[src/rtl/mem_stage_lsu.sv]
// mem_stage_lsu: EX/MEM register, branch resolution and the data-memory req/ack access FSM.
// Optional build macro DM_TIMEOUT_EN adds an ack-wait watchdog with a sticky err_M output.
module mem_stage_lsu #(
   parameter int N       = 64,
   parameter int TIMEOUT = 16
) (
   input  logic         clk,
   input  logic         reset,
   input  logic         valid_E,
   input  logic [N-1:0] aluResult_E,
   input  logic [N-1:0] writeData_E,
   input  logic [N-1:0] PCBranch_E,
   input  logic         zero_E,
   input  logic         Branch_E,
   input  logic         MemRead_E,
   input  logic         MemWrite_E,
   input  logic         RegWrite_E,
   input  logic         MemtoReg_E,
   input  logic [4:0]   rd_E,
   output logic         stall_M,
   output logic         PCSrc_M,
   output logic [N-1:0] PCBranch_M,
   output logic         dm_req,
   output logic         dm_we,
   output logic [N-1:0] dm_addr,
   output logic [N-1:0] dm_wdata,
   input  logic         dm_ack,
   input  logic [N-1:0] dm_rdata,
   output logic         valid_M,
   output logic [N-1:0] readData_M,
   output logic [N-1:0] aluResult_M,
   output logic [4:0]   rd_M,
   output logic         RegWrite_M,
   output logic         MemtoReg_M
`ifdef DM_TIMEOUT_EN
   ,
   output logic         err_M
`endif
);

   typedef enum logic {IDLE = 1'b0, REQ = 1'b1} state_t;

   state_t       state, state_nxt;
   logic         Branch_M, MemRead_M, MemWrite_M, zero_M;
   logic         reg_write_q, memto_reg_q;
   logic         done;
   logic [N-1:0] writeData_M;
   logic [N-1:0] rdata_q;
   logic         load_en;
   logic         memop_E;
   logic         ack_hit;
   logic         timeout_hit;
   logic         is_load_M;

   // Only a surviving (not squashed) memory instruction starts an access.
   assign memop_E   = valid_E & ~PCSrc_M & (MemRead_E | MemWrite_E);
   assign is_load_M = MemRead_M & ~MemWrite_M;
   assign PCSrc_M   = valid_M & Branch_M & zero_M;

   assign dm_we      = MemWrite_M;
   assign dm_addr    = aluResult_M;
   assign dm_wdata   = writeData_M;
   assign RegWrite_M = valid_M & reg_write_q;
   assign MemtoReg_M = valid_M & memto_reg_q;

`ifdef DM_TIMEOUT_EN
   localparam int CNT_W = (TIMEOUT > 1) ? $clog2(TIMEOUT) : 1;
   localparam logic [CNT_W-1:0] TO_LAST = CNT_W'(TIMEOUT - 1);

   logic [CNT_W-1:0] wait_cnt;
   logic             err_q;

   assign timeout_hit = (state == REQ) & ~dm_ack & (wait_cnt == TO_LAST);
   assign err_M       = err_q;

   always_ff @(posedge clk or negedge reset) begin
      if (!reset) begin
         wait_cnt <= '0;
         err_q    <= 1'b0;
      end else begin
         if (load_en)
            wait_cnt <= '0;
         else if ((state == REQ) && !dm_ack)
            wait_cnt <= wait_cnt + 1'b1;
         if (timeout_hit)
            err_q <= 1'b1;
      end
   end
`else
   assign timeout_hit = 1'b0;
`endif

   // REQ is held exactly while the M-stage memop has not completed (memop & ~done).
   always_comb begin
      state_nxt = state;
      dm_req    = 1'b0;
      stall_M   = 1'b0;
      ack_hit   = 1'b0;
      if (state == REQ) begin
         dm_req  = 1'b1;
         ack_hit = dm_ack;
         stall_M = ~dm_ack;
         if (dm_ack || timeout_hit)
            state_nxt = IDLE;
      end
      load_en = ~stall_M;
      if (load_en)
         state_nxt = memop_E ? REQ : IDLE;
   end

   always_ff @(posedge clk or negedge reset) begin
      if (!reset)
         state <= IDLE;
      else
         state <= state_nxt;
   end

   // Load data is forwarded in the ack cycle so a zero-wait access costs no stall.
   always_comb begin
      readData_M = '0;
      if (done)
         readData_M = rdata_q;
      else if (dm_req && dm_ack && is_load_M)
         readData_M = dm_rdata;
   end

   // EX/MEM register
   always_ff @(posedge clk or negedge reset) begin
      if (!reset) begin
         valid_M     <= 1'b0;
         Branch_M    <= 1'b0;
         MemRead_M   <= 1'b0;
         MemWrite_M  <= 1'b0;
         zero_M      <= 1'b0;
         reg_write_q <= 1'b0;
         memto_reg_q <= 1'b0;
         aluResult_M <= '0;
         writeData_M <= '0;
         PCBranch_M  <= '0;
         rd_M        <= '0;
         done        <= 1'b0;
         rdata_q     <= '0;
      end else begin
         if (load_en) begin
            valid_M     <= valid_E & ~PCSrc_M;
            Branch_M    <= Branch_E;
            MemRead_M   <= MemRead_E;
            MemWrite_M  <= MemWrite_E;
            zero_M      <= zero_E;
            reg_write_q <= RegWrite_E;
            memto_reg_q <= MemtoReg_E;
            aluResult_M <= aluResult_E;
            writeData_M <= writeData_E;
            PCBranch_M  <= PCBranch_E;
            rd_M        <= rd_E;
            done        <= 1'b0;
         end else if (ack_hit || timeout_hit) begin
            done <= 1'b1;
         end
         if (ack_hit)
            rdata_q <= dm_rdata;
         else if (timeout_hit)
            rdata_q <= '0;
      end
   end

endmodule

[config.mk]
export PLATFORM = sky130hd
export DESIGN_NAME = mem_stage_lsu
export DESIGN_NICKNAME = d
export VERILOG_FILES = /design/src/rtl/mem_stage_lsu.sv
export SDC_FILE = /design/constraint.sdc
export NUM_CORES = 1
export LEC_CHECK = 0
export CORE_AREA = 4 4 232 234
export CTS_BUF_LIST = sky130_fd_sc_hd__clkbuf_4 sky130_fd_sc_hd__clkbuf_8 sky130_fd_sc_hd__clkbuf_16
export DETAILED_ROUTE_END_ITERATION = 12
export DIE_AREA = 0 0 236 238
export HOLD_SLACK_MARGIN = 0.06
export PLACE_DENSITY = 0.55
export SETUP_SLACK_MARGIN = 0.3
export SLEW_MARGIN = 20
export SYNTH_ARGS = -nofsm -noshare
export SYNTH_HDL_FRONTEND = slang
export SYNTH_SLANG_ARGS = --single-unit
[constraint.sdc]
create_clock -name clk -period 2.1 [get_ports clk]
set_input_delay 0.63 -clock clk [delete_from_list [all_inputs] [get_ports clk]]
set_output_delay 0.63 -clock clk [all_outputs]
set_load 0.005 [all_outputs]
Word level (Yosys, flattened, before mapping):

Cells that the tools add are included.

* register bits after elaboration: 270
* word-level logic and storage cells: 39
* output and inout port bits: 332

* bitwise operators: 11
* eq/ne operators: 1
* reductions and logical operators: 2
* mux-type cells: 11

Operator list (count)
* $mux W64: 2
* $mux W1: 9
* $and A1 B1 Y1: 7
* $not A1 Y1: 3
* $logic_and A1 B1 Y1: 2
* $ne A2 B1 Y1 const B: 1
* $or A1 B1 Y1: 1

Logic depth before layout (Yosys ltp):

Gate-level depths: netlist of the first run.

* word-level depth: 7
* depth in mapped cells: 5
* gate-level depth less buffers: 3

Least setup slack after synthesis of the first run:

No wires, ideal clock.

* kind: input-to-output
* start: input port dm_ack
* end: output port readData_M[10]
* arrival time: 1222 ps
* slack: 248 ps
* required time: 1470 ps
* stages: 3
* cells stage by stage: nand4b_2 -> clkbuf_1 -> o21ai_0

* word-level cells in the longest chain between the ends: 4

RTL lines
* from (decl): line 27 `input logic dm_ack,`
* $logic_and A1 B1 Y1 (2 in series): line 123 `else if (dm_req && dm_ack && is_load_M)`
* $mux W64: line 123
* $mux W64: line 121 `if (done)`
* to (decl): line 30 `output logic [N-1:0] readData_M,`

No other way between the ends.

Worst setup path in the final report of the first run:

* start: register MemWrite_M, in the netlist dm_we
* end: output port readData_M[38]

* word-level cells in the longest chain between the ends: 5

RTL lines
* from (decl): line 44 `logic Branch_M, MemRead_M, MemWrite_M, zero_M;`
* from (signal assigned): line 148 `MemWrite_M <= MemWrite_E;`
* $not A1 Y1: line 57 `assign is_load_M = MemRead_M & ~MemWrite_M;`
* $and A1 B1 Y1: line 57
* $logic_and A1 B1 Y1: line 123
* $mux W64: line 123
* $mux W64: line 121

No other way between the ends.

==> results of run 1 <==
[final cells by class]
type / count / area [um^2]
Tap cell: 688 / 861
Sequential cell: 270 / 6760
Clock buffer: 51 / 1040
Antenna cell: 1 / 2.50
Clock inverter: 9 / 98.8
Timing Repair Buffer: 834 / 7970
Inverter: 2 / 20.0
Multi-Input combinational cell: 470 / 4930
Fill cell: 4902 / 30300
[metal layers]
layer	track usage, %	up-vias
met5	0	-
met1	17.6	4607
li1	-	4385
met3	5.20	56
met2	25.3	348
met4	3.47	0
[critical path, cell delays in order, from the launching register on]
cell and delay (ns):
dfrtp_1 0.38, nand4b_4 0.18, buf_12 0.18, clkbuf_16 0.17, o21ai_2 0.13, buf_2 0.12
[sequential cells by signal, summed over array words and instances (netlist names)]
register and flops:
PCBranch_M 64, state 1, valid_M 1, rd_M 5
memto_reg_q 1, aluResult_M 64, done 1, zero_M 1
reg_write_q 1, Branch_M 1, dm_we 1, rdata_q 64
dm_wdata 64, MemRead_M 1
[cells in the mapped netlist, drive strengths merged]
cell,number
dfrtp,270
mux2,267
buf,95
o21ai,66
nand2,65
nand2b,65
clkbuf,17
and2,3
inv,2
and3,1
nand3b,1
nand4b,1
o31ai,1
[timing repair]
| item | 4_1_cts | 5_1_grt |
|---|---|---|
| endpoints found under the setup margin | 526 | 340 |
| resized for setup | 1097 | 259 |
| cloned | 3 | 8 |
| hold endpoints to repair | 29 | 0 |
| pin swaps | 2 | 4 |
| buffers inserted | 75 | 35 |
| hold buffers | 1 | 0 |
[stage by stage]
| step | instances | hold slack, ns | instance area [um^2] | util [%] | power (W) |
|---|---|---|---|---|---|
| finish | 2325 | 0.501 | 21700 | 41.7 | 0.0162 |
| global route | 2324 | 0.514 | 21700 | 41.7 | 0.0170 |
| CTS | 2281 | 0.506 | 20600 | 39.7 | 0.0162 |
| detailed placement | 2142 | 0.489 | 19500 | 37.4 | 0.0101 |
| global placement | 2142 | 0.487 | 19500 | 37.4 | 0.0100 |
| floorplan | 854 | 0.334 | 12400 | - | 0.00788 |
[cell families (layout without fill, tap and decap cells)]
logic type,Yosys count,count (layout),share of synthesized area [%]
flip-flops,270,270,54.7
multiplexers,267,267,29.7
AND/OR/NAND/NOR,136,136,5.73
buffers and inverters,114,896,7.10
AO/OA/AOI/OAI,67,67,2.74
other,0,1,0
[how the worst max path moves through the flow]
stage,end,slack [ns],cells past startpoint
floorplan,readData_M[10],0.29,3
global placement,readData_M[3],-0.75,5
detailed placement,readData_M[21],-0.81,5
CTS,readData_M[1],-0.35,5
global route,readData_M[18],-0.32,5
finish,readData_M[38],-0.24,5
[power breakdown]
| part | total [W] | internal [W] | switching (W) |
|---|---|---|---|
| Clock | 0.00589 | 0.00358 | 0.00231 |
| Combinational | 0.00400 | 0.00267 | 0.00133 |
| Sequential | 0.00633 | 0.00590 | 0.000434 |
==> results_dict.tcl, run 1 <==
set metrics [dict create \
    cp_max_fo 8 \
    synth_top_area_share_pct 54.7 \
    dr_wl_met3_um 3350 \
    startpoint "dm_we" \
    min_to "PCBranch_M[37]" \
    dp_hpwl_um 32200 \
    cap_violations 0 \
    grt_pass1_vias 10200 \
    netlist_area_mm2 0.0124 \
    syn_inst 854 \
    worst_pin_slew_ns 0.334 \
    wl_met2_um 22500 \
    met1Wirelength_um 18300 \
    r2r_end "aluResult_M[40]" \
    synth_seq_cells 270 \
    cts_tree "yes" \
    r2r_start "state" \
    synth_seq_area_share_pct 54.7 \
    clock.fmax_ghz 0.427 \
    status "complete, but fails checks" \
    synth_area_leaders "dfrtp_1 55%, mux2_4 22%, mux2_2 8.2%, buf_4 3.9%, nand2b_1 3.2%" \
    arrival_ns 1.71 \
    power_density_mw_per_mm2 748 \
    ios 603 \
    dieArea_mm2 0.0562 \
    core-area_mm2 0.0520 \
    cts_buffers 34 \
    syn_to_final_growth_pct 75.5 \
    wl_per_cell_um 19.3 \
    gr-total-overflow 0 \
    power.leakage_nw 10.6 \
    grt_util_all_layers_pct 14.7 \
    fin_ws_ns -0.243 \
    drt_iter0_drc 306 \
    rsz0062_at_grt "true" \
    drive_above_1_share_pct 53.5 \
    critPathCaptureType "output pin" \
    fp-row-count 84 \
    dieWidth_um 236 \
    cts.sink_count 270 \
    vdd_ir_drop_max_uv 784 \
    start_kind "flop" \
    holdPathStages 1 \
    fp.dieH_um 238 \
    setup_tns_ns -13.50 \
    skew_ns 0.0175 \
    clkLatencyLatePin_ns 0.53 \
    ant_nets 0 \
    synthesis.nets 1125 \
    grt_max_degree 55 \
    cp.required_ns 1.47 \
    min_period_ns 2.34 \
    wirelength_um 45000 \
    max-clock-path-buffers 3 \
    ys_types 22 \
    synth_top_area_cell "dfrtp_1" \
    nets 1883 \
    setup_viol 65 \
    layout.cells.most_common "clkdlybuf4s50_1" \
    layout_common_cells "268 x clkdlybuf4s50_1, 267 x dfrtp_1, 177 x mux2_4, 173 x buf_2, 159 x buf_6" \
    reg2reg_slack_ns 0.39 \
    path_class "reg2out" \
    relSlewSlack_pct 77.7 \
    grt_pass1_wl_um 64300 \
    fin_crit_sh_pct 112 \
    routed.top_layer "met4" \
    num_vias 9396 \
    slew_viol_final 0 \
    route.detailed.drc 0 \
    start_util_pct 23.7 \
    clk_root_buffer_cell "clkbuf_16" \
    yosys_warnings 0 \
    gp_congestion 0.796 \
    hp-start "PCBranch_M[37]" \
    place_ws_ns -0.807 \
    port_buffers 602 \
    antenna_found_initial 1 \
    reg2regPathDepth 7 \
    avgViaCountPerCell 4.04 \
    hold_viol 0 \
    path_clk_slew_ns 0.06 \
    htree_num_levels 2 \
    avgSynthCellArea_um2 14.5 \
    violations "negative setup slack" \
    min_path_type "reg2reg" \
    first_pass_iters 4 \
]
(Power assumes the default switching activity.)
==> run 2: changes to the inputs <==
- CELL_PAD_IN_SITES_DETAIL_PLACEMENT: default -> 0
- CELL_PAD_IN_SITES_GLOBAL_PLACEMENT: default -> 1
- CORE_AREA: 4 4 232 234 -> 4 4 233 235
- DIE_AREA: 0 0 236 238 -> 0 0 237 239
- PLACE_DENSITY: 0.55 -> 0.66
==> run 2 against run 1 <==
The run still ends with negative setup slack left. Critical path type unchanged. Highest routed layer is now met5. Register-to-register slack got worse by 0.04 ns. Flip-flop and latch count unchanged. Worst setup slack got worse by 0.27 ns. Critical path depth increased by 2. Sequential share of layout area decreased by 0.49 points. Core utilization increased by 0.49 points. Clock skew increased by 0.0031 ns. First-iteration DRC count decreased by 2.0%. Clock power increased by 2%. Sequential power about the same. Global-route usage increased by 0.42 points.
==> results_dict.tcl, run 2 (synthesis gave the netlist of run 1 again) <==
set metrics [dict create \
    status "complete, but fails checks" \
    violations "negative setup slack" \
    clkLatencyLatePin_ns 0.55 \
    rsz0062_at_grt "true" \
    dieWidth_um 237 \
    cp.required_ns 1.47 \
    fin_cells 2367 \
    max-clock-path-buffers 3 \
    min_path_type "reg2reg" \
    relSlewSlack_pct 74.9 \
    skew_ns 0.0206 \
    busiest_layer "met2" \
    clk_root_buffer_cell "clkbuf_16" \
    drive_above_1_share_pct 56.3 \
    cts.sink_count 270 \
    port_buffers 602 \
    place_ws_ns -0.809 \
    path_clk_slew_ns 0.06 \
    grtUsageMet1_pct 18.0 \
    grt_pass1_vias 10500 \
    layout_common_cells "268 x dfrtp_1, 268 x clkdlybuf4s50_1, 215 x buf_6, 177 x mux2_4, 175 x buf_2" \
    avgViaCountPerCell 4.10 \
    clock.fmax_ghz 0.383 \
    htree_num_levels 2 \
    critPathCaptureType "output pin" \
    cts_buffers 35 \
    p_total_w 0.0165 \
    dp_hpwl_um 31800 \
    drt_iter0_drc 300 \
    wl_per_cell_um 20.0 \
    cts_tree "yes" \
    first_pass_iters 4 \
    worst_pin_slew_ns 0.377 \
    grt_util_all_layers_pct 15.1 \
    grt_max_degree 65 \
    ios 603 \
    cap_violations 0 \
    gr-total-overflow 0 \
    core-area_mm2 0.0522 \
    fp.dieH_um 239 \
    vdd_ir_drop_max_uv 475 \
    cp_max_fo 6 \
    dieArea_mm2 0.0566 \
    syn_to_final_growth_pct 78.3 \
    grt_pass1_wl_um 66100 \
    dp.cells 2125 \
    fin_ws_ns -0.511 \
    hold_viol 0 \
    power_density_mw_per_mm2 748 \
    nets 1925 \
    path_class "reg2out" \
    reg2reg_slack_ns 0.35 \
    setup_viol 65 \
    start_util_pct 23.6 \
    ant_nets 0 \
    arrival_ns 1.98 \
    use_met2_pct 25.8 \
    route.detailed.drc 0 \
    fin_crit_sh_pct 124 \
    num_vias 9705 \
    wirelength_um 47200 \
    antenna_found_initial 4 \
    power.leakage_nw 10.5 \
    slew_viol_final 0 \
    fp-row-count 84 \
    min_period_ns 2.61 \
    start_kind "flop" \
    grt_util_met3_pct 5.27 \
    gp_congestion 0.811 \
]
-- run 2: cell types whose count changed in the layout (fill, tap and decap cells not counted), moves of 6 or more --
cell and change:
dlymetal6s2s_1 -38, o21ai_0 +8, clkdlybuf4s15_2 +11, buf_6 +56, o21ai_2 -6, buf_8 +7
-- run 2: repair_timing --
item                       4_1_cts  5_1_grt
setup buffers                  108       60
gates cloned                     4        7
pin swaps                        8       33
setup endpoints to repair      513      355
gates resized for setup       1161      330
hold endpoints to repair        29        0
hold buffers                     1        0
-- run 2: layout make-up --
type | count | area, um^2
timing repair buffer | 875 | 8320
clock inverter | 12 | 131
antenna | 1 | 2.50
multi-input combinational | 470 | 4900
tap | 688 | 861
fill | 4921 | 30200
inverter | 2 | 20.0
sequential | 270 | 6760
clock buffer | 49 | 1020
-- run 2: routing by layer --
layer	vias up	routed length (um)
li1	4448	-
met1	4835	18600
met2	353	23700
met3	63	3780
met4	6	1050
met5	-	41
-- run 2: worst max-delay path, cell delays in order, from the launching register on --
cell and delay [ns]:
dfrtp_1 0.40, nand4b_4 0.23, buf_12 0.18, buf_8 0.12
buf_16 0.13, buf_4 0.14, o21ai_2 0.10, buf_2 0.13
-- run 2: worst paths after layout --
kind / start / end / cells after the start
hold / removal: rd_M[4] / rd_M[4] / 1
max in group asynchronous: reset / done / 3
hold reg to reg: rd_M[4] / rd_M[4] / 1
setup / recovery: dm_we / readData_M[4] / 7
setup reg to reg: state / dm_wdata[62] / 7
min in group asynchronous: reset / dm_wdata[57] / 2
-- run 2: where the power goes --
part	leakage [nW]	internal [W]	switching, W
registers	3.15	0.00590	0.000428
clock network	0.576	0.00358	0.00244
logic	6.81	0.00275	0.00138
-- run 2: stage by stage --
| stage | TNS (ns) | util, % | hold WS, ns | area (um^2) |
|---|---|---|---|---|
| 3_3_place_gp | -125.75 | 36.8 | 0.482 | 19200 |
| 2_1_floorplan | 0 | - | 0.334 | 12400 |
| 5_1_grt | -32.06 | 42.2 | 0.516 | 22000 |
| 3_5_place_dp | -133.66 | 36.8 | 0.489 | 19200 |
| 4_1_cts | -26.35 | 39.7 | 0.502 | 20700 |
| 6_report | -26.17 | 42.2 | 0.498 | 22000 |
==> run 3: changes to the inputs <==
- MAX_ROUTING_LAYER: default -> met4
==> run 3 against run 2 <==
The run still ends with negative setup slack left. Clock-buffer cell count did not move. Non-clock buffer count stayed put. Core utilization is essentially flat.
==> results_dict.tcl, run 3 (synthesis gave the netlist of run 1 again) <==
set metrics [dict create \
    relSlewSlack_pct 74.9 \
    fp-row-count 84 \
    wl_per_cell_um 20.0 \
    start_kind "flop" \
    vdd_ir_drop_max_uv 473 \
    dieWidth_um 237 \
    dieArea_mm2 0.0566 \
    grt_max_degree 65 \
    grtUsageMet1_pct 18.2 \
    start_util_pct 23.6 \
    holdPathStages 1 \
    place_ws_ns -0.809 \
    layout_common_cells "268 x dfrtp_1, 268 x clkdlybuf4s50_1, 215 x buf_6, 177 x mux2_4, 176 x buf_2" \
    p_total_w 0.0165 \
    port_buffers 602 \
    wirelength_um 47300 \
    cap_violations 0 \
    ios 603 \
    clkLatencyLatePin_ns 0.55 \
    critPathCaptureType "output pin" \
    place_area_mm2 0.0192 \
    power_density_mw_per_mm2 748 \
    clk_root_buffer_cell "clkbuf_16" \
    slowest_delay_ns 0.40 \
    cp_slowest_cell "dfrtp_1" \
    finish.utilization_pct 42.2 \
    cp_max_fo 6 \
    nets 1925 \
    status "complete, but fails checks" \
    cp_cell_sequence "nand4b_4, buf_12, buf_8, buf_16, buf_4, o21ai_2, buf_2" \
    cts_tree "yes" \
    reg2regPathDepth 7 \
    grt_util_all_layers_pct 15.5 \
    drive_above_1_share_pct 56.3 \
    setup_viol 65 \
    grt_pass1_wl_um 65900 \
    hold_viol 0 \
    min_path_type "reg2reg" \
    path_clk_slew_ns 0.06 \
    slew_viol_final 0 \
    worst_pin_slew_ns 0.376 \
    design_area_mm2 0.0220 \
    htree_num_levels 2 \
    cts.sink_count 270 \
    min_period_ns 2.61 \
    drt_iter0_drc 302 \
    core-area_mm2 0.0522 \
    syn_to_final_growth_pct 78.4 \
    cp.required_ns 1.47 \
    grt_util_met3_pct 5.02 \
    route.detailed.drc 0 \
    dp_hpwl_um 31800 \
    power.leakage_nw 10.5 \
    num_vias 9708 \
    rsz0062_at_grt "true" \
    avgViaCountPerCell 4.10 \
    busiest_layer "met2" \
    gr-total-overflow 0 \
    max-clock-path-buffers 3 \
    clock.fmax_ghz 0.384 \
    gp_congestion 0.823 \
    path_class "reg2out" \
    arrival_ns 1.98 \
    cts_buffers 35 \
    ant_nets 0 \
    grt_pass1_vias 10600 \
    use_met2_pct 25.7 \
    fin_crit_sh_pct 124 \
    skew_ns 0.0165 \
    fp.dieH_um 239 \
    first_pass_iters 4 \
    violations "negative setup slack" \
    fin_ws_ns -0.507 \
    antenna_found_initial 4 \
]
-- run 3: final timing paths --
check / endpoint / slack, ns / startpoint
max in group asynchronous: done / 0.82 / reset
setup reg to reg: dm_wdata[62] / 0.35 / state
setup / recovery: readData_M[4] / -0.51 / dm_we
hold / removal: rd_M[4] / 0.50 / rd_M[4]
hold reg to reg: rd_M[4] / 0.50 / rd_M[4]
min in group asynchronous: dm_wdata[57] / 0.58 / reset
-- run 3: final cells by class --
| cell class | instances | area, um^2 |
|---|---|---|
| diodes | 4 | 10.0 |
| clock buffers | 49 | 1020 |
| clock inverters | 12 | 131 |
| fillers | 4916 | 30200 |
| inverters | 2 | 20.0 |
| multi-input cells | 470 | 4900 |
| flip-flops and latches | 270 | 6760 |
| well taps | 688 | 861 |
| repair buffers | 875 | 8320 |
-- run 3: routing by layer --
metal  vias up  wire length (um)
met4         0              1040
met2       363             23700
met1      4823             18900
met3        61              3650
met5         -                 0
li1       4461                 -
-- run 3: repair_timing --
item | CTS | global route
hold endpoints to repair | 29 | 0
pin swaps | 8 | 33
cloned | 4 | 7
setup endpoints to repair | 513 | 355
resized for setup | 1161 | 330
hold buffers | 1 | 0
setup buffers | 108 | 60
-- run 3: per-stage QoR --
stage	std cells	hold WS, ns	TNS [ns]
after global routing	2370	0.516	-32.06
after global placement	2125	0.482	-125.75
after CTS	2299	0.502	-26.35
after detailed placement	2125	0.489	-133.66
final	2370	0.499	-25.88
after floorplan	854	0.334	0
-- run 3: report_power, final --
part	internal (W)	leakage [nW]	total (W)	switching [W]
registers	0.00590	3.15	0.00633	0.000428
clock network	0.00358	0.576	0.00603	0.00245
logic	0.00275	6.81	0.00413	0.00138
total	0.0122	10.5	0.0165	0.00426
-- run 3: critical path, delay by kind of cell, from the launching register on --
family	cells	cell delay [ns]
flops	1	0.40
buf+inv	5	0.70
simple gates	1	0.23
compound gates	1	0.10
